File: src/rtl/bit_serial_core.sv
// Bit-serial core: one full adder + carry FF, LSB-first, DATA_W cycles per op.
// Optional SUB opcode enabled by defining BIT_SERIAL_SUB_EN.
module bit_serial_core #(
  parameter int DATA_W     = 8,
  parameter int REG_N      = 4,
  parameter int PROG_DEPTH = 16
) (
  input  logic                          i_clk,
  input  logic                          i_rst,
  input  logic                          i_start,
  input  logic [DATA_W-1:0]             i_data_switch,
  input  logic [2+$clog2(REG_N):0]      i_instr,
  output logic [$clog2(PROG_DEPTH)-1:0] o_pc,
  output logic                          o_busy,
  output logic                          o_halt,
  output logic                          o_instr_done,
  output logic                          o_carry,
  output logic [DATA_W-1:0]             o_acc,
  output logic [REG_N*DATA_W-1:0]       o_regs
);

  localparam int RW = $clog2(REG_N);
  localparam int IW = 3 + RW;
  localparam int PW = $clog2(PROG_DEPTH);
  localparam int CW = $clog2(DATA_W);

`ifdef BIT_SERIAL_SUB_EN
  localparam logic SUB_EN = 1'b1;
`else
  localparam logic SUB_EN = 1'b0;
`endif

  typedef enum logic [1:0] {
    S_IDLE, S_FETCH, S_EXEC, S_HALT
  } state_t;

  typedef enum logic [2:0] {
    OP_NOP, OP_LDSW, OP_LDA, OP_ADD,
    OP_SUB, OP_STA, OP_CLRA, OP_HALT
  } op_t;

  state_t                        r_state;
  op_t                           r_op;
  logic [RW-1:0]                 r_rd;
  logic [DATA_W-1:0]             r_sw;
  logic [DATA_W-1:0]             r_acc;
  logic [REG_N-1:0][DATA_W-1:0]  r_regs;
  logic [CW-1:0]                 r_cnt;
  logic [PW-1:0]                 r_pc;
  logic                          r_cy;
  logic                          r_carry;
  logic                          r_busy;
  logic                          r_halt;
  logic                          r_done;

  op_t           w_op;
  logic [RW-1:0] w_rd;
  logic          w_rbit;
  logic          w_abit;
  logic          w_b;
  logic          w_sum;
  logic          w_cout;
  logic          w_last;
  logic          w_arith;

  assign w_op    = op_t'(i_instr[IW-1 -: 3]);
  assign w_rd    = i_instr[RW-1:0];
  assign w_rbit  = r_regs[r_rd][0];
  assign w_abit  = r_acc[0];
  // SUB adds the inverted accumulator with carry-in preset to 1
  assign w_b     = (r_op == OP_SUB) ? ~w_abit : w_abit;
  assign w_sum   = w_rbit ^ w_b ^ r_cy;
  assign w_cout  = (w_rbit & w_b) | (r_cy & (w_rbit ^ w_b));
  assign w_last  = (r_cnt == CW'(DATA_W - 1));
  assign w_arith = (r_op == OP_ADD) || ((r_op == OP_SUB) && SUB_EN);

  always_ff @(posedge i_clk) begin
    if (!i_rst) begin
      r_state <= S_IDLE;
      r_op    <= OP_NOP;
      r_rd    <= '0;
      r_sw    <= '0;
      r_acc   <= '0;
      r_regs  <= '0;
      r_cnt   <= '0;
      r_pc    <= '0;
      r_cy    <= 1'b0;
      r_carry <= 1'b0;
      r_busy  <= 1'b0;
      r_halt  <= 1'b0;
      r_done  <= 1'b0;
    end else begin
      r_done <= 1'b0;
      unique case (r_state)
        S_IDLE, S_HALT: begin
          if (i_start) begin
            r_pc    <= '0;
            r_state <= S_FETCH;
            r_busy  <= 1'b1;
            r_halt  <= 1'b0;
          end
        end
        S_FETCH: begin
          r_op  <= w_op;
          r_rd  <= w_rd;
          r_sw  <= i_data_switch;
          r_cy  <= (w_op == OP_SUB);
          r_cnt <= '0;
          if (w_op == OP_HALT) begin
            r_state <= S_HALT;
            r_busy  <= 1'b0;
            r_halt  <= 1'b1;
          end else begin
            r_state <= S_EXEC;
          end
        end
        S_EXEC: begin
          r_cnt  <= r_cnt + 1'b1;
          r_done <= (r_cnt == CW'(DATA_W - 2));
          unique case (r_op)
            OP_LDSW: begin
              r_regs[r_rd] <= {r_sw[0], r_regs[r_rd][DATA_W-1:1]};
              r_sw         <= {r_sw[0], r_sw[DATA_W-1:1]};
            end
            OP_LDA: begin
              r_acc        <= {w_rbit, r_acc[DATA_W-1:1]};
              r_regs[r_rd] <= {w_rbit, r_regs[r_rd][DATA_W-1:1]};
            end
            OP_ADD, OP_SUB: begin
              if (w_arith) begin
                r_regs[r_rd] <= {w_sum, r_regs[r_rd][DATA_W-1:1]};
                r_acc        <= {w_abit, r_acc[DATA_W-1:1]};
                r_cy         <= w_cout;
              end
            end
            OP_STA: begin
              r_regs[r_rd] <= {w_abit, r_regs[r_rd][DATA_W-1:1]};
              r_acc        <= {w_abit, r_acc[DATA_W-1:1]};
            end
            OP_CLRA: r_acc <= {1'b0, r_acc[DATA_W-1:1]};
            default: ;
          endcase
          if (w_last) begin
            r_pc    <= r_pc + 1'b1;
            r_state <= S_FETCH;
            if (w_arith) r_carry <= w_cout;
          end
        end
        default: r_state <= S_IDLE;
      endcase
    end
  end

  assign o_pc         = r_pc;
  assign o_busy       = r_busy;
  assign o_halt       = r_halt;
  assign o_instr_done = r_done;
  assign o_carry      = r_carry;
  assign o_acc        = r_acc;
  assign o_regs       = r_regs;

endmodule

File: config.mk
export PLATFORM = sky130hd
export DESIGN_NAME = bit_serial_core
export DESIGN_NICKNAME = d
export VERILOG_FILES = /design/src/rtl/bit_serial_core.sv
export SDC_FILE = /design/constraint.sdc
export NUM_CORES = 1
export LEC_CHECK = 0
export CORE_MARGIN = 5
export CORE_UTILIZATION = 50
export CTS_CLUSTER_SIZE = 30
export DETAILED_ROUTE_END_ITERATION = 8
export PLACE_DENSITY = 0.8
export REMOVE_ABC_BUFFERS = 1
export SLEW_MARGIN = 30
export SYNTH_ARGS = -nofsm -noshare
export SYNTH_HDL_FRONTEND = slang
export SYNTH_SLANG_ARGS = --single-unit
File: constraint.sdc
create_clock -name i_clk -period 2.7 [get_ports i_clk]
set_input_delay 0.27 -clock i_clk [delete_from_list [all_inputs] [get_ports i_clk]]
set_output_delay 0.27 -clock i_clk [all_outputs]
set_load 0.005 [all_outputs]
==> impl_metrics.json <==
{
  "status": "finished, final reports clean",
  "hold_path_end": "o_regs[19]$_SDFFE_PN0P_",
  "worst-r2r-setup-slack_ps": 260,
  "finalWorstSetupSlack_ps": 259,
  "ff2ff_path_depth": 7,
  "num_vias": 2704,
  "rsz0062_at_grt": "no",
  "cts_inserted_buffers": 9,
  "drcViolationCount": 0,
  "initial_core_util": 0.505,
  "cts_resized": 0,
  "ant_nets": 0,
  "worstHoldPathCells": 2,
  "worst_pin_slew_ps": 806,
  "place.gp.congestion": 0.843,
  "startpoint_type": "register",
  "io_pins": 64,
  "cp.required_ps": 2900,
  "dr.first_iter.drc_count": 135,
  "synth.avg_cell_area_um2": 9.22,
  "ys_warn_count": 0,
  "die_area_um2": 7990,
  "hold_viol_final": 0,
  "grt_pass1_wl_um": 13200,
  "antenna_found_initial": 0,
  "max_clock_freq_mhz": 410,
  "max-cap-violations": 0,
  "row_count": 29,
  "hp-start": "o_regs[19]$_SDFFE_PN0P_",
  "synth_edf_count": 0,
  "yosysMostFrequentCell": "dfxtp_1",
  "io_buffer_count": 63,
  "slew_headroom": 0.462,
  "cts_num_sinks": 67,
  "place_ws_ps": 319,
  "p_leak_nw": 1.44,
  "ctsHoldBuffers": 0,
  "yosysSeqAreaShare": 0.426,
  "syn_inst": 342,
  "synth_cell_types": 49,
  "core_um2": 6240,
  "dr.pass1.iters": 4,
  "crit_chain": "nor3b_1 -> xor2_1 -> fa_1 -> nand2_1 -> a2bb2oi_1 -> a311oi_1 -> a21oi_1",
  "cts.path.max_buffers": 2,
  "gr-total-overflow": 0,
  "cts_max_level": 3,
  "critical-path-slowest-cell": "dfxtp_1",
  "final_nets": 425,
  "fp.dieW_um": 89.4,
  "place_hpwl_um": 5380,
  "synth-seq-cells": 67,
  "n_fill_cell": 524,
  "reg2reg_from": "r_op[2]$_SDFFE_PN0P_",
  "grt_usage": 0.217,
  "clock_latency_ps": 350,
  "post-cts-setup-buffer-count": 0,
  "fin_hold_ws_ps": 493,
  "cts_root_buf": "clkbuf_8",
  "power.density_nw_per_um2": 657,
  "period_needed_ps": 2440,
  "skew_ps": 8.57,
  "cts.clk_slew.worst_paths_ps": 80,
  "crit_family": "compound AO/OA/AOI/OAI gates",
  "worst_ep_arrival_time_ps": 2640,
  "grt_max_degree": 41,
  "hold_path_class": "reg -> reg",
  "fp.dieH_um": 89.4,
  "ys_async_sr_fraction": 0,
  "max-vdd-ir-drop_mv": 0.428,
  "drive_above_1_share": 0.108,
  "path_class": "reg -> reg",
  "yosysTopAreaCell": "dfxtp_1",
  "finalSetupTns_ps": 0,
  "yosysTopAreaCellShare": 0.426,
  "routed_wl_um": 7960,
  "critPathMaxStageDelay_ps": 600,
  "crit_start": "r_op[2]$_SDFFE_PN0P_",
  "area_delta_synth_final_pct": 28.7,
  "synth_top_flop_cell": "dfxtp_1",
  "wl_per_cell_um": 16.4,
  "grt_pass1_vias": 2721,
  "synth.top_cells.by_count": "dfxtp_1, nand2_1, nor2_1",
  "setup.worst_path.end_class": "register",
  "crit_buf_inv": 0,
  "diodes": 0,
  "cts_tree": "done",
  "drv_slew": 0,
  "critPathMaxFanout": 12,
  "cp.depth": 7,
  "setup_viol": 0,
  "syn_area_um2": 3150,
  "min_period_over_period": 0.904,
  "yosys-top-cells-area": "dfxtp_1, mux2i_1, nand2_1, o22ai_1, nor2_1",
  "vias_per_cell": 5.59
}
-- kinds of logic (layout without fill, tap and decap cells) --
group,after synthesis,after routing,share of synthesized area
compound gates,85,85,0.208
xor+xnor,3,3,0.00834
fa+ha+maj,7,7,0.0302
buf+inv,31,96,0.0449
flops,67,67,0.426
mux,37,37,0.124
simple gates,112,112,0.159
-- area by class of cell --
type                            instances  area (um2)  share of cell area
Multi-Input combinational cell        244        1670               0.411
Sequential cell                        67        1340               0.331
Timing Repair Buffer                   71         691               0.170
Clock buffer                           10         138              0.0339
Tap cell                               77        96.3              0.0237
Clock inverter                          6        88.8              0.0219
Inverter                                9        33.8             0.00833
-- worst register-to-register path, stage by stage, from the launching register on --
cell	delay, ps
dfxtp_1	600
nor3b_1	280
xor2_1	210
fa_1	440
nand2_1	80
a2bb2oi_1	60
a311oi_1	490
a21oi_1	140
-- flip-flops by register name, indices dropped and copies added, names as in the netlist, named ones only --
| register | cells |
|---|---|
| r_cnt | 3 |
| o_busy | 1 |
| r_state | 2 |
| o_pc | 4 |
| o_carry | 1 |
| o_instr_done | 1 |
| o_acc | 8 |
| r_sw | 8 |
| r_rd | 2 |
| r_cy | 1 |
| r_op | 3 |
| o_regs | 28 |
| o_halt | 1 |
-- metrics by stage --
stage	instance area [um2]	cells	power (mW)	utilization
3_3_place_gp	3830	468	1.72	0.614
2_1_floorplan	3040	320	1.56	-
6_report	4060	484	2.67	0.650
5_1_grt	4060	484	2.80	0.650
4_1_cts	4060	484	2.68	0.650
3_5_place_dp	3830	468	1.74	0.614
-- power by group --
| group | total, mW | switching [mW] | internal [mW] |
|---|---|---|---|
| logic | 0.589 | 0.353 | 0.236 |
| registers | 1.14 | 0.0786 | 1.06 |
| clock network | 0.935 | 0.390 | 0.545 |
-- layer usage --
layer | global-route usage | wire, um | up-vias
li1 | - | - | 1343
met1 | 0.272 | 3360 | 1261
met2 | 0.354 | 3970 | 89
met3 | 0.0571 | 510 | 11
met4 | 0.0866 | 118 | 0
met5 | 0 | 0 | -
-- cells in the final DEF (no fill, tap or decap), types with 2 or more instances in the layout --
master / count
dfxtp_1: 67
clkdlybuf4s50_1: 63
nand2_1: 48
nor2_1: 37
mux2i_1: 29
o22ai_1: 28
a21oi_1: 14
o21ai_1: 10
clkbuf_8: 10
a211oi_1: 9
buf_4: 8
inv_1: 7
mux2_2: 6
ha_1: 6
nor2b_1: 5
o21ai_0: 5
a2111oi_4: 4
nand2_2: 4
nor3b_1: 3
nand2b_1: 3
a211o_1: 3
nand3_1: 3
a311oi_1: 2
xnor2_1: 2
nand3b_1: 2
o211ai_1: 2
bufinv_16: 2
clkinvlp_4: 2
-- worst max path at each step --
stage | slack [ps] | endpoint
2_1_floorplan | 30 | register
3_5_place_dp | 320 | register
5_1_grt | 40 | register
4_1_cts | 290 | register
3_3_place_gp | 470 | register
6_report | 260 | register
No activity file was read; power rests on OpenSTA's default activity.
